$ cat src/rtl/song_player_if.sv
`default_nettype none
// ============================================================================
// Module      : song_player_if
// Description : Control, note-ROM and audio signals of the song player.
//               The player is the slave; the controller/ROM side is master.
// Revision    : 1.0 - initial release
// ============================================================================
interface song_player_if;
    logic       start;
    logic       stop;
    logic       pause;
    logic       loop;
    logic       song_sel;
    logic [9:0] note_in;
    logic [9:0] address;
    logic       rom_sel;
    logic [9:0] cur_note;
    logic       speaker;
    logic       playing;
    logic       done;

    modport slave (
        input  start, stop, pause, loop, song_sel, note_in,
        output address, rom_sel, cur_note, speaker, playing, done
    );

    modport master (
        output start, stop, pause, loop, song_sel, note_in,
        input  address, rom_sel, cur_note, speaker, playing, done
    );
endinterface
`default_nettype wire

$ cat src/rtl/song_player.sv
`default_nettype none
// ============================================================================
// Module      : song_player
// Description : Steps through a note ROM one entry per TICK_CYCLES clocks and
//               renders each note as a square wave on the speaker output.
// Revision    : 1.0 - initial release
// ============================================================================
module song_player #(
    parameter int CLK_HZ      = 100_000_000,
    parameter int TICK_CYCLES = 12_500_000,
    parameter int SONG0_LEN   = 365,
    parameter int SONG1_LEN   = 261
) (
    input  wire logic     clk,
    input  wire logic     rst,
    song_player_if.slave  bus
);

    localparam int              CNT_W       = $clog2(TICK_CYCLES);
    localparam logic [CNT_W-1:0] c_CNT_LAST = CNT_W'(TICK_CYCLES - 1);
    localparam logic [9:0]      c_LAST0     = 10'(SONG0_LEN - 1);
    localparam logic [9:0]      c_LAST1     = 10'(SONG1_LEN - 1);
    localparam real             c_SEMITONE  = 1.0594630943592953;

    // Half-period table indexed by note number 0..63 (entry 0 is never used
    // because note 0 is a rest).
    typedef logic [31:0] half_tab_t [64];

    function automatic half_tab_t f_half_tab();
        half_tab_t tab;
        for (int n = 0; n < 64; n++) begin
            real        freq;
            int         semi;
            int         oct;
            logic [31:0] base;
            semi = n % 12;
            oct  = n / 12;
            freq = 440.0;
            for (int i = semi; i < 8; i++) freq = freq / c_SEMITONE;
            for (int i = 8; i < semi; i++) freq = freq * c_SEMITONE;
            base = 32'($rtoi(real'(CLK_HZ) / (2.0 * freq) + 0.5));
            tab[n] = (oct >= 3) ? (base >> (oct - 3)) : (base << (3 - oct));
        end
        return tab;
    endfunction

    localparam half_tab_t c_HALF = f_half_tab();

    typedef enum logic [2:0] {
        S_IDLE  = 3'd0,
        S_FETCH = 3'd1,
        S_LOAD  = 3'd2,
        S_PLAY  = 3'd3,
        S_DONE  = 3'd4
    } state_t;

    state_t           r_state;
    state_t           w_state_nxt;
    logic [CNT_W-1:0] r_cnt;
    logic [CNT_W-1:0] w_cnt_nxt;
    logic [9:0]       r_addr;
    logic [9:0]       w_addr_nxt;
    logic             r_rom_sel;
    logic             w_rom_sel_nxt;
    logic [9:0]       r_cur_note;
    logic [9:0]       w_note_nxt;
    logic             w_load;
    logic [31:0]      r_div;
    logic [31:0]      w_div_nxt;
    logic             r_tone;
    logic             w_tone_nxt;
    logic             r_spk;
    logic             r_playing;
    logic             r_done;

    logic [9:0]       w_last;
    logic             w_active;
    logic             w_nxt_active;
    logic             w_audible;
    logic [31:0]      w_half;

    assign w_last       = r_rom_sel ? c_LAST1 : c_LAST0;
    assign w_active     = (r_state == S_FETCH) || (r_state == S_LOAD) || (r_state == S_PLAY);
    assign w_nxt_active = (w_state_nxt == S_FETCH) || (w_state_nxt == S_LOAD) ||
                          (w_state_nxt == S_PLAY);
    assign w_audible    = (r_cur_note != 10'd0) && (r_cur_note < 10'd64);
    assign w_half       = c_HALF[r_cur_note[5:0]];

    // Sequencer: next state, entry counter, ROM address and note latch
    always_comb begin
        w_state_nxt   = r_state;
        w_cnt_nxt     = r_cnt;
        w_addr_nxt    = r_addr;
        w_rom_sel_nxt = r_rom_sel;
        w_note_nxt    = r_cur_note;
        w_load        = 1'b0;
        if (bus.stop) begin
            w_state_nxt = S_IDLE;
            w_cnt_nxt   = '0;
            w_addr_nxt  = '0;
            w_note_nxt  = '0;
        end else begin
            case (r_state)
                S_IDLE, S_DONE: begin
                    if (bus.start) begin
                        w_state_nxt   = S_FETCH;
                        w_cnt_nxt     = '0;
                        w_addr_nxt    = '0;
                        w_rom_sel_nxt = bus.song_sel;
                    end
                end
                S_FETCH: begin
                    if (!bus.pause) begin
                        w_state_nxt = S_LOAD;
                        w_cnt_nxt   = r_cnt + 1'b1;
                    end
                end
                S_LOAD: begin
                    if (!bus.pause) begin
                        w_state_nxt = S_PLAY;
                        w_cnt_nxt   = r_cnt + 1'b1;
                        w_note_nxt  = bus.note_in;
                        w_load      = 1'b1;
                    end
                end
                S_PLAY: begin
                    if (!bus.pause) begin
                        if (r_cnt == c_CNT_LAST) begin
                            w_cnt_nxt = '0;
                            if (r_addr < w_last) begin
                                w_addr_nxt  = r_addr + 10'd1;
                                w_state_nxt = S_FETCH;
                            end else begin
                                w_addr_nxt  = '0;
                                w_state_nxt = bus.loop ? S_FETCH : S_DONE;
                            end
                        end else begin
                            w_cnt_nxt = r_cnt + 1'b1;
                        end
                    end
                end
                default: w_state_nxt = S_IDLE;
            endcase
        end
    end

    // Tone divider: runs only while actively playing an audible note; a new,
    // different note restarts the phase, a repeated note keeps it
    always_comb begin
        w_div_nxt  = r_div;
        w_tone_nxt = r_tone;
        if (!w_active || !w_nxt_active) begin
            w_div_nxt  = '0;
            w_tone_nxt = 1'b0;
        end else if (bus.pause) begin
            w_div_nxt  = r_div;
            w_tone_nxt = r_tone;
        end else if (w_load && (w_note_nxt != r_cur_note)) begin
            w_div_nxt  = '0;
            w_tone_nxt = 1'b0;
        end else if (!w_audible) begin
            w_div_nxt  = '0;
            w_tone_nxt = 1'b0;
        end else if (r_div >= w_half - 32'd1) begin
            w_div_nxt  = '0;
            w_tone_nxt = ~r_tone;
        end else begin
            w_div_nxt  = r_div + 32'd1;
        end
    end

    // State and output registers; speaker is muted while paused
    always_ff @(posedge clk) begin
        if (rst) begin
            r_state    <= S_IDLE;
            r_cnt      <= '0;
            r_addr     <= '0;
            r_rom_sel  <= 1'b0;
            r_cur_note <= '0;
            r_div      <= '0;
            r_tone     <= 1'b0;
            r_spk      <= 1'b0;
            r_playing  <= 1'b0;
            r_done     <= 1'b0;
        end else begin
            r_state    <= w_state_nxt;
            r_cnt      <= w_cnt_nxt;
            r_addr     <= w_addr_nxt;
            r_rom_sel  <= w_rom_sel_nxt;
            r_cur_note <= w_note_nxt;
            r_div      <= w_div_nxt;
            r_tone     <= w_tone_nxt;
            r_spk      <= w_tone_nxt && !(w_active && bus.pause);
            r_playing  <= w_nxt_active;
            r_done     <= (w_state_nxt == S_DONE);
        end
    end

    assign bus.address  = r_addr;
    assign bus.rom_sel  = r_rom_sel;
    assign bus.cur_note = r_cur_note;
    assign bus.speaker  = r_spk;
    assign bus.playing  = r_playing;
    assign bus.done     = r_done;

endmodule
`default_nettype wire

$ cat src/flat_wrapper.sv
// flat-port wrapper written by rule: the top's interface ports become plain ports
module song_player_flat 
#(
    parameter int CLK_HZ      = 100_000_000,
    parameter int TICK_CYCLES = 12_500_000,
    parameter int SONG0_LEN   = 365,
    parameter int SONG1_LEN   = 261
)
  (clk, rst, bus_start, bus_stop, bus_pause, bus_loop, bus_song_sel, bus_note_in, bus_address, bus_rom_sel, bus_cur_note, bus_speaker, bus_playing, bus_done);
  song_player_if bus_i ();
  input  wire logic clk;
  input  wire logic rst;
  input wire logic [$bits(bus_i.start)-1:0] bus_start;
  input wire logic [$bits(bus_i.stop)-1:0] bus_stop;
  input wire logic [$bits(bus_i.pause)-1:0] bus_pause;
  input wire logic [$bits(bus_i.loop)-1:0] bus_loop;
  input wire logic [$bits(bus_i.song_sel)-1:0] bus_song_sel;
  input wire logic [$bits(bus_i.note_in)-1:0] bus_note_in;
  output wire logic [$bits(bus_i.address)-1:0] bus_address;
  output wire logic [$bits(bus_i.rom_sel)-1:0] bus_rom_sel;
  output wire logic [$bits(bus_i.cur_note)-1:0] bus_cur_note;
  output wire logic [$bits(bus_i.speaker)-1:0] bus_speaker;
  output wire logic [$bits(bus_i.playing)-1:0] bus_playing;
  output wire logic [$bits(bus_i.done)-1:0] bus_done;
  assign bus_i.start = bus_start;
  assign bus_i.stop = bus_stop;
  assign bus_i.pause = bus_pause;
  assign bus_i.loop = bus_loop;
  assign bus_i.song_sel = bus_song_sel;
  assign bus_i.note_in = bus_note_in;
  assign bus_address = bus_i.address;
  assign bus_rom_sel = bus_i.rom_sel;
  assign bus_cur_note = bus_i.cur_note;
  assign bus_speaker = bus_i.speaker;
  assign bus_playing = bus_i.playing;
  assign bus_done = bus_i.done;
  song_player #(.CLK_HZ(CLK_HZ), .TICK_CYCLES(TICK_CYCLES), .SONG0_LEN(SONG0_LEN), .SONG1_LEN(SONG1_LEN)) u_core (.clk(clk), .rst(rst), .bus(bus_i));
endmodule
$ cat config.mk
export PLATFORM = sky130hd
export DESIGN_NAME = song_player_flat
export DESIGN_NICKNAME = d
export VERILOG_FILES = /design/src/rtl/song_player_if.sv /design/src/rtl/song_player.sv /design/src/flat_wrapper.sv
export SDC_FILE = /design/constraint.sdc
export NUM_CORES = 1
export LEC_CHECK = 0
export BUFFER_PORTS_ARGS = -buffer_cell sky130_fd_sc_hd__buf_2
export CAP_MARGIN = 15
export CORE_MARGIN = 1.5
export CORE_UTILIZATION = 65
export CTS_CLUSTER_SIZE = 25
export DETAILED_ROUTE_END_ITERATION = 8
export PLACE_DENSITY_LB_ADDON = 0.1
export SYNTH_ARGS = -nofsm -noshare
export SYNTH_HDL_FRONTEND = slang
export SYNTH_SLANG_ARGS = --single-unit
$ cat constraint.sdc
create_clock -name clk -period 7.8 [get_ports clk]
set_clock_uncertainty 0.05 [all_clocks]
set_input_delay 1.17 -clock clk [delete_from_list [all_inputs] [get_ports clk]]
set_output_delay 1.17 -clock clk [all_outputs]
set_load 0.05 [all_outputs]
==> run metrics, run 1 <==
outcome finished clean; max-cap viol count 0; crit-path cells clkinv_1 -> ha_1 -> nand2b_1 -> o32a_1 -> a311oi_1 -> a31oi_1 -> nand3_1 -> nor4_1 -> xnor2_1 -> ha_1 -> a21o_1 -> a21o_1 -> a211oi_1 -> o21ai_0 -> a211oi_4 -> buf_4 -> a21oi_1 -> nor3_1; Worst-path clk slew around 0.090 ns; DIE WIDTH 105 um; critical path class reg2reg; Core Util, Final around 72%; diode count 0; syn avg cell area just over 7 um2; flop2flop setup slack 1.47 ns; Final GP Congestion between 0.9 and 1; final WL 17800 um; number of synthesized flops with an enable pin 0; Worst Setup SP u_core.bus.cur_note[1]; io pins 41; DRC 0; setup repair bufs after CTS 0; initial antenna violation count 0; first-pass GRT wire length 30400 um; LEAKAGE approximately 0.0026 uW; CP Capture Type flop; total CTS buffers 9; Core ar. 9910 um2; DR vias 7126; hold buffers post-CTS 0; yosys warns 0; Synth area leader dfxtp_1; DR iter-0 viols a little under 800; R2R cell count 18; GRT Overall Usage approximately 33%; drt first pass iters 6; root buffer cell clkbuf_8; PostCTS Resize Cnt 0; worst-margin pin slew 0.997 ns; GRT Residual Overflow 0; Hold Slack 0.457 ns; die area roughly 11000 um2; Fin. Hold Viols 0; Yosys top cell area share 25.0%; placed cell area 6980 um2; Final nets 1006; post-DP HPWL around 13000 um; RSZ-0062 raised after global routing false; VDD IR max 0.138 mV; drt wl/cell 16.5 um; Seq/Total Area, Yosys ~25%; count leader, synth nand2_1; crit path time final around 6.3 ns; clk sinks 84; IO buf count 40; Crit Reg-Reg Endpoint u_core.r_div[31]; Synth top cells by count 143 x nand2_1, 84 x dfxtp_1, 82 x nor2_1; initial core utilization 68.0%; ANT nets after route 0; H-tree depth 3; FP Rows 36; vias in the first global route 6553; Worst setup SP type flop; PD cells between 100 and 150 nW/um2; Area Growth Syn to Fin 6.50%; CP Max Fanout 28; Slew Limit Fails 0; Critical-path top delay cell dfxtp_1; worst-skew pair later-pin latency 0.37 ns; most used flip-flop cell after synthesis dfxtp_1; CP peak stage delay between 0.9 and 1 ns; flops & latches, synth 84; Setup crit end u_core.r_div[31]; CP required 8.04 ns; Final setup viols 0; worst min path class reg2reg; critical path data arrival time between 6 and 7 ns; top post-synthesis cells by area dfxtp_1 25%, ha_1 9.1%, nand2_1 8.0%; Unique masters post-synth just under 70; CTS tree yes; asr flop ratio synth 0%; final period utilization 81.1%; worst r2r src u_core.bus.cur_note[1]; Tot Pwr 781 uW; Avg Vias per Cell 6.61; fin area 7180 um2; max_slew headroom 33.5%; setup TNS 0 ns; clk buf depth 2; Die Ht 105 um; Syn Inst Count 933; cell area after synthesis 6740 um2; Fmax about 0.16 GHz; largest net degree at the start of global routing between 60 and 70; fraction of layout cells with a size suffix above 1 9.31%
power by group:
| group | internal (uW) | switching, uW |
|---|---|---|
| combinational | 12.9 | 30.0 |
| sequential | 429 | 1.73 |
| clock | 130 | 177 |
| total | 573 | 208 |
cells by family after synthesis:
kind of cell	Yosys count	share of synthesized area (%)
buf+inv	87	4.94
other cells	1	0.0556
flops	84	25.0
xor+xnor	33	4.29
mux	10	2.64
fa+ha+maj	49	9.10
compound gates	232	22.4
simple gates	437	31.7
registers in the layout, indices dropped and copies added (netlist names):
register	flops
u_core.r_div	32
u_core.r_cnt	24
u_core.bus.address	10
u_core.bus.cur_note	10
u_core.r_state	3
u_core.bus.done	1
u_core.bus.playing	1
u_core.bus.rom_sel	1
u_core.bus.speaker	1
u_core.r_tone	1
critical path: cells and delay by family, from the launching register on:
kind / cells / cell delay, ns
xor+xnor: 1 / 0.11
fa+ha+maj: 2 / 0.76
compound gates: 9 / 2.18
simple gates: 4 / 1.09
flops: 1 / 0.99
buf+inv: 2 / 1.05
layout make-up:
type,instances,area (um2)
inverter,24,90.1
timing repair buffer,49,268
clock inverter,6,55.1
multi-input combinational,772,4780
tap,133,166
sequential,84,1680
clock buffer,10,138
fill,822,2730
stage by stage:
| step | setup WS [ns] | instances |
|---|---|---|
| floorplan | 2.80 | 943 |
| global placement | 1.83 | 1062 |
| detailed placement | 1.57 | 1062 |
| CTS | 1.53 | 1078 |
| global route | 0.942 | 1078 |
| finish | 1.47 | 1078 |
layout by cell type (no fill, tap or decap), drive strengths merged, types with 7 or more instances in the layout:
cell type / instances
xnor2: 17
o21ai: 51
ha: 49
dfxtp: 84
nand4: 35
nand2: 143
nor3: 38
and3: 17
a211oi: 9
inv: 24
a31oi: 12
a21oi: 65
o211ai: 29
xor2: 16
nor4: 21
or3: 9
nand3: 36
nor2: 82
and2: 7
o2111ai: 7
buf: 49
nor2b: 14
conb: 11
clkbuf: 10
layer usage:
metal	up-vias	part of all wire (%)	global-route usage (%)	routed length, um
met3	37	9.0	5.68	1600
li1	3446	-	-	-
met2	340	47	53.4	8300
met5	-	0	0	0
met4	0	1.9	10.9	346
met1	3303	42	44.5	7560
worst min-delay path by stage:
stage	end	startpoint	slack [ns]	cells past startpoint
6_report	u_core.r_div[0]	u_core.r_div[0]	0.46	2
3_5_place_dp	u_core.r_div[0]	u_core.r_div[0]	0.45	2
4_1_cts	u_core.r_div[0]	u_core.r_div[0]	0.46	2
3_3_place_gp	u_core.r_div[0]	u_core.r_div[0]	0.42	2
5_1_grt	u_core.r_div[0]	u_core.r_div[0]	0.49	2
2_1_floorplan	u_core.r_tone	u_core.r_tone	0.41	2
No activity file was read; power rests on OpenSTA's default activity.
==> inputs of run 2 (changes only) <==
CORE_UTILIZATION = 62   (was 65)
clock period = 6 ns   (was 7.8 ns; I/O delays follow)
==> run 2 against run 1 <==
- register-to-register slack worse by 0.66 ns
- combinational power increased by 31%
- clock power is 47% higher
- cell count up 0.65%
- sequential power is 30% higher
- sequential share of layout area down 0.19 points
- cell area grew 0.80%
- worst hold slack got worse by 0.0099 ns
- critical endpoint is now u_core.r_div[19]
- highest routed layer unchanged
==> run metrics, run 2 (synthesized netlist as in run 1, its figures left out) <==
outcome finished clean; post-DP HPWL 12500 um (+0.20%); Final GP Congestion 1.00 (+4.3%); diode count 0 (unchanged); area of the multi-input gates 4780 um2 (unchanged); VDD IR max 0.197 mV (+43%); DR vias 7107 (-0.27%); most common cell after layout, fill and taps aside nand2_1; Die Ht 107 um (+2.3%); drt wl/cell 16.6 um (+0.34%); Hold Path Origin u_core.r_div[0]; DR iter-0 viols 786 (-0.88%); die area 11500 um2 (+4.7%); Crit Reg-Reg Endpoint u_core.r_div[19]; vias in the first global route 6430 (-1.9%); critical path data arrival time 5.44 ns (-1.12 ns); total CTS buffers 9 (unchanged); setup TNS 0 ns (unchanged); P_int 813 uW (+42%); DIE WIDTH 107 um (+2.3%); fillcell total 899 (+9.4%); Area Growth Syn to Fin 7.35%; root buffer cell clkbuf_8; initial antenna violation count 0 (unchanged); ANT nets after route 0 (unchanged); clk sinks 84 (unchanged); Worst setup SP type flop; max_slew headroom 42.9% (+9.4 points); worst min path class reg2reg; H-tree depth 3 (unchanged); GRT Residual Overflow 0 (unchanged); Sw Ratio 23.9% (-2.8 points); GRT Overall Usage 32.0% (-0.95 points); placed cell area 7020 um2 (+0.48%); Largest Register u_core.r_div; crit path time final 5.18 ns (-1.14 ns); Final setup viols 0 (unchanged); max-cap viol count 0 (unchanged); PostCTS Resize Cnt 0 (unchanged); CTS tree yes; most used cells in the layout excluding fill and tap cells 143 x nand2_1, 82 x nor2_1, 82 x dfxtp_1, 65 x a21oi_1, 50 x o21ai_0; worst-skew pair later-pin latency 0.37 ns (about the same); CP required 6.26 ns (-1.78 ns); FP Rows 37 (+2.8%); io pins 41 (unchanged); final period utilization 86.3% (+5.3 points); Clk pwr share 42.3% (+3.0 points); worst hold path stage count 2 (unchanged); DRC 0 (unchanged); Place WS 0.921 ns (-0.653 ns); Fin. Hold Viols 0 (unchanged); flop2flop setup slack 0.82 ns (-0.66 ns); initial core utilization 64.7% (-3.3 points); final WL 18000 um (+0.99%); Hold EP u_core.r_div[0]; largest registers u_core.r_div x32, u_core.r_cnt x24; PnR worst setup slack 0.819 ns (-0.656 ns); fin area 7230 um2 (+0.80%); worst r2r src u_core.bus.cur_note[4]; RSZ-0062 raised after global routing false; PD cells 148 nW/um2 (+36%); setup repair bufs after CTS 0 (unchanged); hold buffers post-CTS 0 (unchanged); R2R cell count 17 (-1); Avg Vias per Cell 6.55 (-0.91%); Core ar. 10400 um2 (+5.1%); Final nets 1010 (+0.40%); IO buf count 40 (unchanged); Tot Pwr 1070 uW (+37%); first-pass GRT wire length 30200 um (-0.84%); critical path class reg2reg; Core Util, Final 69.5% (-3.0 points); Slew Limit Fails 0 (unchanged); sequential cell area 1680 um2 (unchanged); worst-margin pin slew 0.857 ns (-0.140 ns); register share of total power 52.5% (-2.7 points); CP Max Fanout 46 (+64%); fraction of layout cells with a size suffix above 1 9.48% (+0.17 points); LEAKAGE 0.00264 uW (+1.4%); largest net degree at the start of global routing 47 (-31%); clk buf depth 2 (unchanged); max FFs per register 32 (unchanged); Worst-path clk slew 0.09 ns (about the same); switching pwr 255 uW (+23%); Fmax 0.193 GHz (+22%); Gate power share 5.2% (-0.3 points); drt first pass iters 8 (+2); CP Capture Type flop
-- run 2: changes by cell type in the layout (fill, tap and decap cells not counted), sizes merged --
cell      change
clkbuf        +1
buf           +4
clkinv        +1
inv           -2
clkinvlp      -2
bufinv        +2
-- run 2: critical path, stage by stage (launching register included) --
cell	delay, ns
dfxtp_1	0.31
buf_4	0.39
clkinv_1	0.58
a221oi_1	0.43
a311oi_1	0.09
a31oi_1	0.35
and4_1	0.28
nand2_1	0.09
o31ai_1	0.22
ha_1	0.29
a21o_1	0.19
a21o_1	0.18
a211oi_1	0.23
o21ai_0	0.19
a211oi_4	0.51
buf_4	0.40
nand4_1	0.14
a31oi_1	0.17
-- run 2: final cells by class --
class,count,share of cell area (%)
repair buffers,53,4.12
flip-flops and latches,84,23.3
clock buffers,11,1.82
multi-input cells,772,66.0
well taps,136,2.35
inverters,24,1.25
clock inverters,5,1.18
-- run 2: power by group through the flow --
| stage | logic (uW) | registers, uW | clock network (uW) |
|---|---|---|---|
| detailed placement | 54.9 | 573 | 0 |
| floorplan | 36.3 | 575 | 0 |
| global placement | 53.0 | 573 | 0 |
| global route | 62.6 | 561 | 485 |
| CTS | 55.3 | 560 | 455 |
| finish | 56.1 | 561 | 452 |
-- run 2: worst max-delay path by stage --
stage	endpoint	start	depth (start not counted)
finish	u_core.r_div[19]	u_core.bus.cur_note[4]	17
global route	u_core.r_div[12]	u_core.bus.cur_note[4]	16
CTS	u_core.r_div[19]	u_core.bus.cur_note[4]	17
detailed placement	u_core.r_div[19]	u_core.bus.cur_note[4]	17
global placement	u_core.r_div[28]	u_core.bus.cur_note[4]	17
floorplan	u_core.r_div[18]	u_core.bus.cur_note[1]	19
-- run 2: metal layers --
metal  vias to the layer above  GRT usage [%]  part of all wire (%)
met1                      3317           43.7                    44
met5                         -              0                     0
met3                        30           5.45                   7.6
li1                       3457              -                     -
met4                         0           11.5                   1.9
met2                       303           50.9                    47
-- run 2: metrics by stage --
step	hold WS, ns	instances
final	0.447	1085
after global routing	0.478	1085
after CTS	0.447	1085
after detailed placement	0.434	1069
after global placement	0.424	1069
after floorplan	0.411	943
==> inputs of run 3 (changes only) <==
CORE_MARGIN = 1   (was 1.5)
==> run 3 against run 2 <==
- setup slack better by 0.15 ns
- critical path type unchanged
- highest routed layer unchanged
- via count up 1.4%
- global-route usage up 0.44 points
==> run metrics, run 3 (synthesized netlist as in run 1, its figures left out) <==
die area 11300 um2 (-1.9%); H-tree depth 3 (unchanged); Fin. Hold Viols 0 (unchanged); io pins 41 (unchanged); RSZ-0062 raised after global routing false; FP Rows 37 (unchanged); most common cell after layout, fill and taps aside nand2_1; CP peak stage delay 0.89 ns (+0.31 ns); outcome finished clean; drt first pass iters 6 (-2); Final GP Congestion 0.989 (-1.2%); Hold Slack 0.449 ns (+0.00229 ns); clk buf depth 2 (unchanged); Critical-path top delay cell dfxtp_2; Largest Register u_core.r_div; ANT nets after route 0 (unchanged); CP required 6.25 ns (about the same); CP Max Fanout 50 (+8.7%); DRC 0 (unchanged); Worst-path clk slew 0.10 ns (about the same); Area Growth Syn to Fin 6.83%; DIE WIDTH 106 um (-0.93%); max-cap viol count 0 (unchanged); Core ar. 10400 um2 (unchanged); final period utilization 83.9% (-2.5 points); Place WS 1.11 ns (+0.187 ns); post-DP HPWL 12500 um (-0.24%); CP Capture Type flop; DR vias 7204 (+1.4%); Worst setup SP type flop; LEAKAGE 0.00262 uW (-0.68%); diode count 0 (unchanged); root buffer cell clkbuf_8; critical path data arrival time 5.28 ns (-0.16 ns); DR iter-0 viols 756 (-3.8%); PnR worst setup slack 0.967 ns (+0.147 ns); Die Ht 106 um (-0.93%); GRT Overall Usage 32.5% (+0.44 points); crit-path cells inv_1 -> o2111ai_1 -> o21ai_0 -> a21oi_1 -> and4_1 -> nand2_1 -> o31ai_1 -> ha_1 -> a21o_1 -> a21o_1 -> a211oi_1 -> o21ai_0 -> a211oi_4 -> buf_4 -> buf_4 -> a21oi_1 -> nor3_1; worst min path class reg2reg; clk sinks 84 (unchanged); worst-skew pair later-pin latency 0.37 ns (about the same); max_slew headroom 42.8% (-0.13 points); Fmax 0.199 GHz (+2.9%); CP top delay family compound AO/OA/AOI/OAI gates; Final nets 1011 (+0.099%); CTS tree yes; crit path time final 5.03 ns (-0.147 ns); vias in the first global route 6421 (-0.14%); setup repair bufs after CTS 0 (unchanged); GRT Residual Overflow 0 (unchanged); max FFs per register 32 (unchanged); initial core utilization 64.7% (unchanged); drt wl/cell 16.7 um (+0.73%); setup TNS 0 ns (unchanged); fraction of layout cells with a size suffix above 1 9.79% (+0.31 points); fillcell total 891 (-0.89%); Avg Vias per Cell 6.63 (+1.3%); largest net degree at the start of global routing 51 (+8.5%); final WL 18100 um (+0.82%); Critical path buffers and inverters 3 (unchanged); PD cells 138 nW/um2 (-6.3%); VDD IR max 0.172 mV (-12%); hold buffers post-CTS 0 (unchanged); flop2flop setup slack 0.97 ns (+0.15 ns); IO buf count 40 (unchanged); worst-margin pin slew 0.859 ns (+0.00188 ns); most used cells in the layout excluding fill and tap cells 143 x nand2_1, 82 x nor2_1, 82 x dfxtp_1, 65 x a21oi_1, 50 x o21ai_0; Slew Limit Fails 0 (unchanged); Final setup viols 0 (unchanged); largest registers u_core.r_div x32, u_core.r_cnt x24; initial antenna violation count 0 (unchanged); critical path class reg2reg; first-pass GRT wire length 30100 um (-0.28%); PostCTS Resize Cnt 0 (unchanged); total CTS buffers 9 (unchanged)
-- run 3: cell count changes in the layout (fill, tap and decap cells not counted) --
cell	before	now
clkinv_2	1	3
clkinv_4	1	0
buf_4	13	14
bufinv_16	2	0
clkbuf_1	2	0
clkinvlp_4	0	2
inv_6	0	1
-- run 3: path summary, 6_finish.rpt --
kind                          startpoint         endpoint  cells after the start
hold reg to reg            u_core.r_tone    u_core.r_tone                      2
setup / recovery  u_core.bus.cur_note[2]  u_core.r_div[2]                     17
setup reg to reg  u_core.bus.cur_note[2]  u_core.r_div[2]                     17
hold / removal             u_core.r_tone    u_core.r_tone                      2
-- run 3: layout make-up --
type	instances	area, um2	area share (%)
inverters	24	90.1	1.25
repair buffers	54	305	4.24
well taps	136	170	2.36
clock buffers	9	124	1.72
multi-input cells	772	4780	66.3
clock inverters	7	50.0	0.695
flip-flops and latches	84	1680	23.4
-- run 3: report_power, final --
group | leakage, uW | total (uW) | switching, uW | internal [uW]
Combinational | 0.00185 | 55.8 | 39.0 | 16.8
Sequential | 0.000678 | 561 | 2.31 | 558
Clock | 0.0000873 | 379 | 227 | 152
-- run 3: stage by stage --
| step | instances | instance area, um2 | power, uW | util (%) |
|---|---|---|---|---|
| finish | 1086 | 7200 | 996 | 69.1 |
| global route | 1086 | 7200 | 1030 | 69.1 |
| CTS | 1086 | 7200 | 1000 | 69.1 |
| detailed placement | 1070 | 7030 | 628 | 67.4 |
| global placement | 1070 | 7030 | 626 | 67.4 |
| floorplan | 943 | 6780 | 611 | - |
-- run 3: layer usage --
layer	track usage, %	part of all wire [%]	vias up
li1	-	-	3452
met5	0	0	-
met3	5.95	9.3	34
met2	51.2	46	373
met1	44.5	43	3345
met4	11.0	1.9	0
-- run 3: worst reg2reg max path, cell delays in order (launching register included) --
cell and delay (ns):
dfxtp_2 0.89, inv_1 0.50, o2111ai_1 0.35, o21ai_0 0.13, a21oi_1 0.28, and4_1 0.26
nand2_1 0.10, o31ai_1 0.21, ha_1 0.29, a21o_1 0.19, a21o_1 0.17, a211oi_1 0.24
o21ai_0 0.18, a211oi_4 0.21, buf_4 0.22, buf_4 0.32, a21oi_1 0.17, nor3_1 0.21
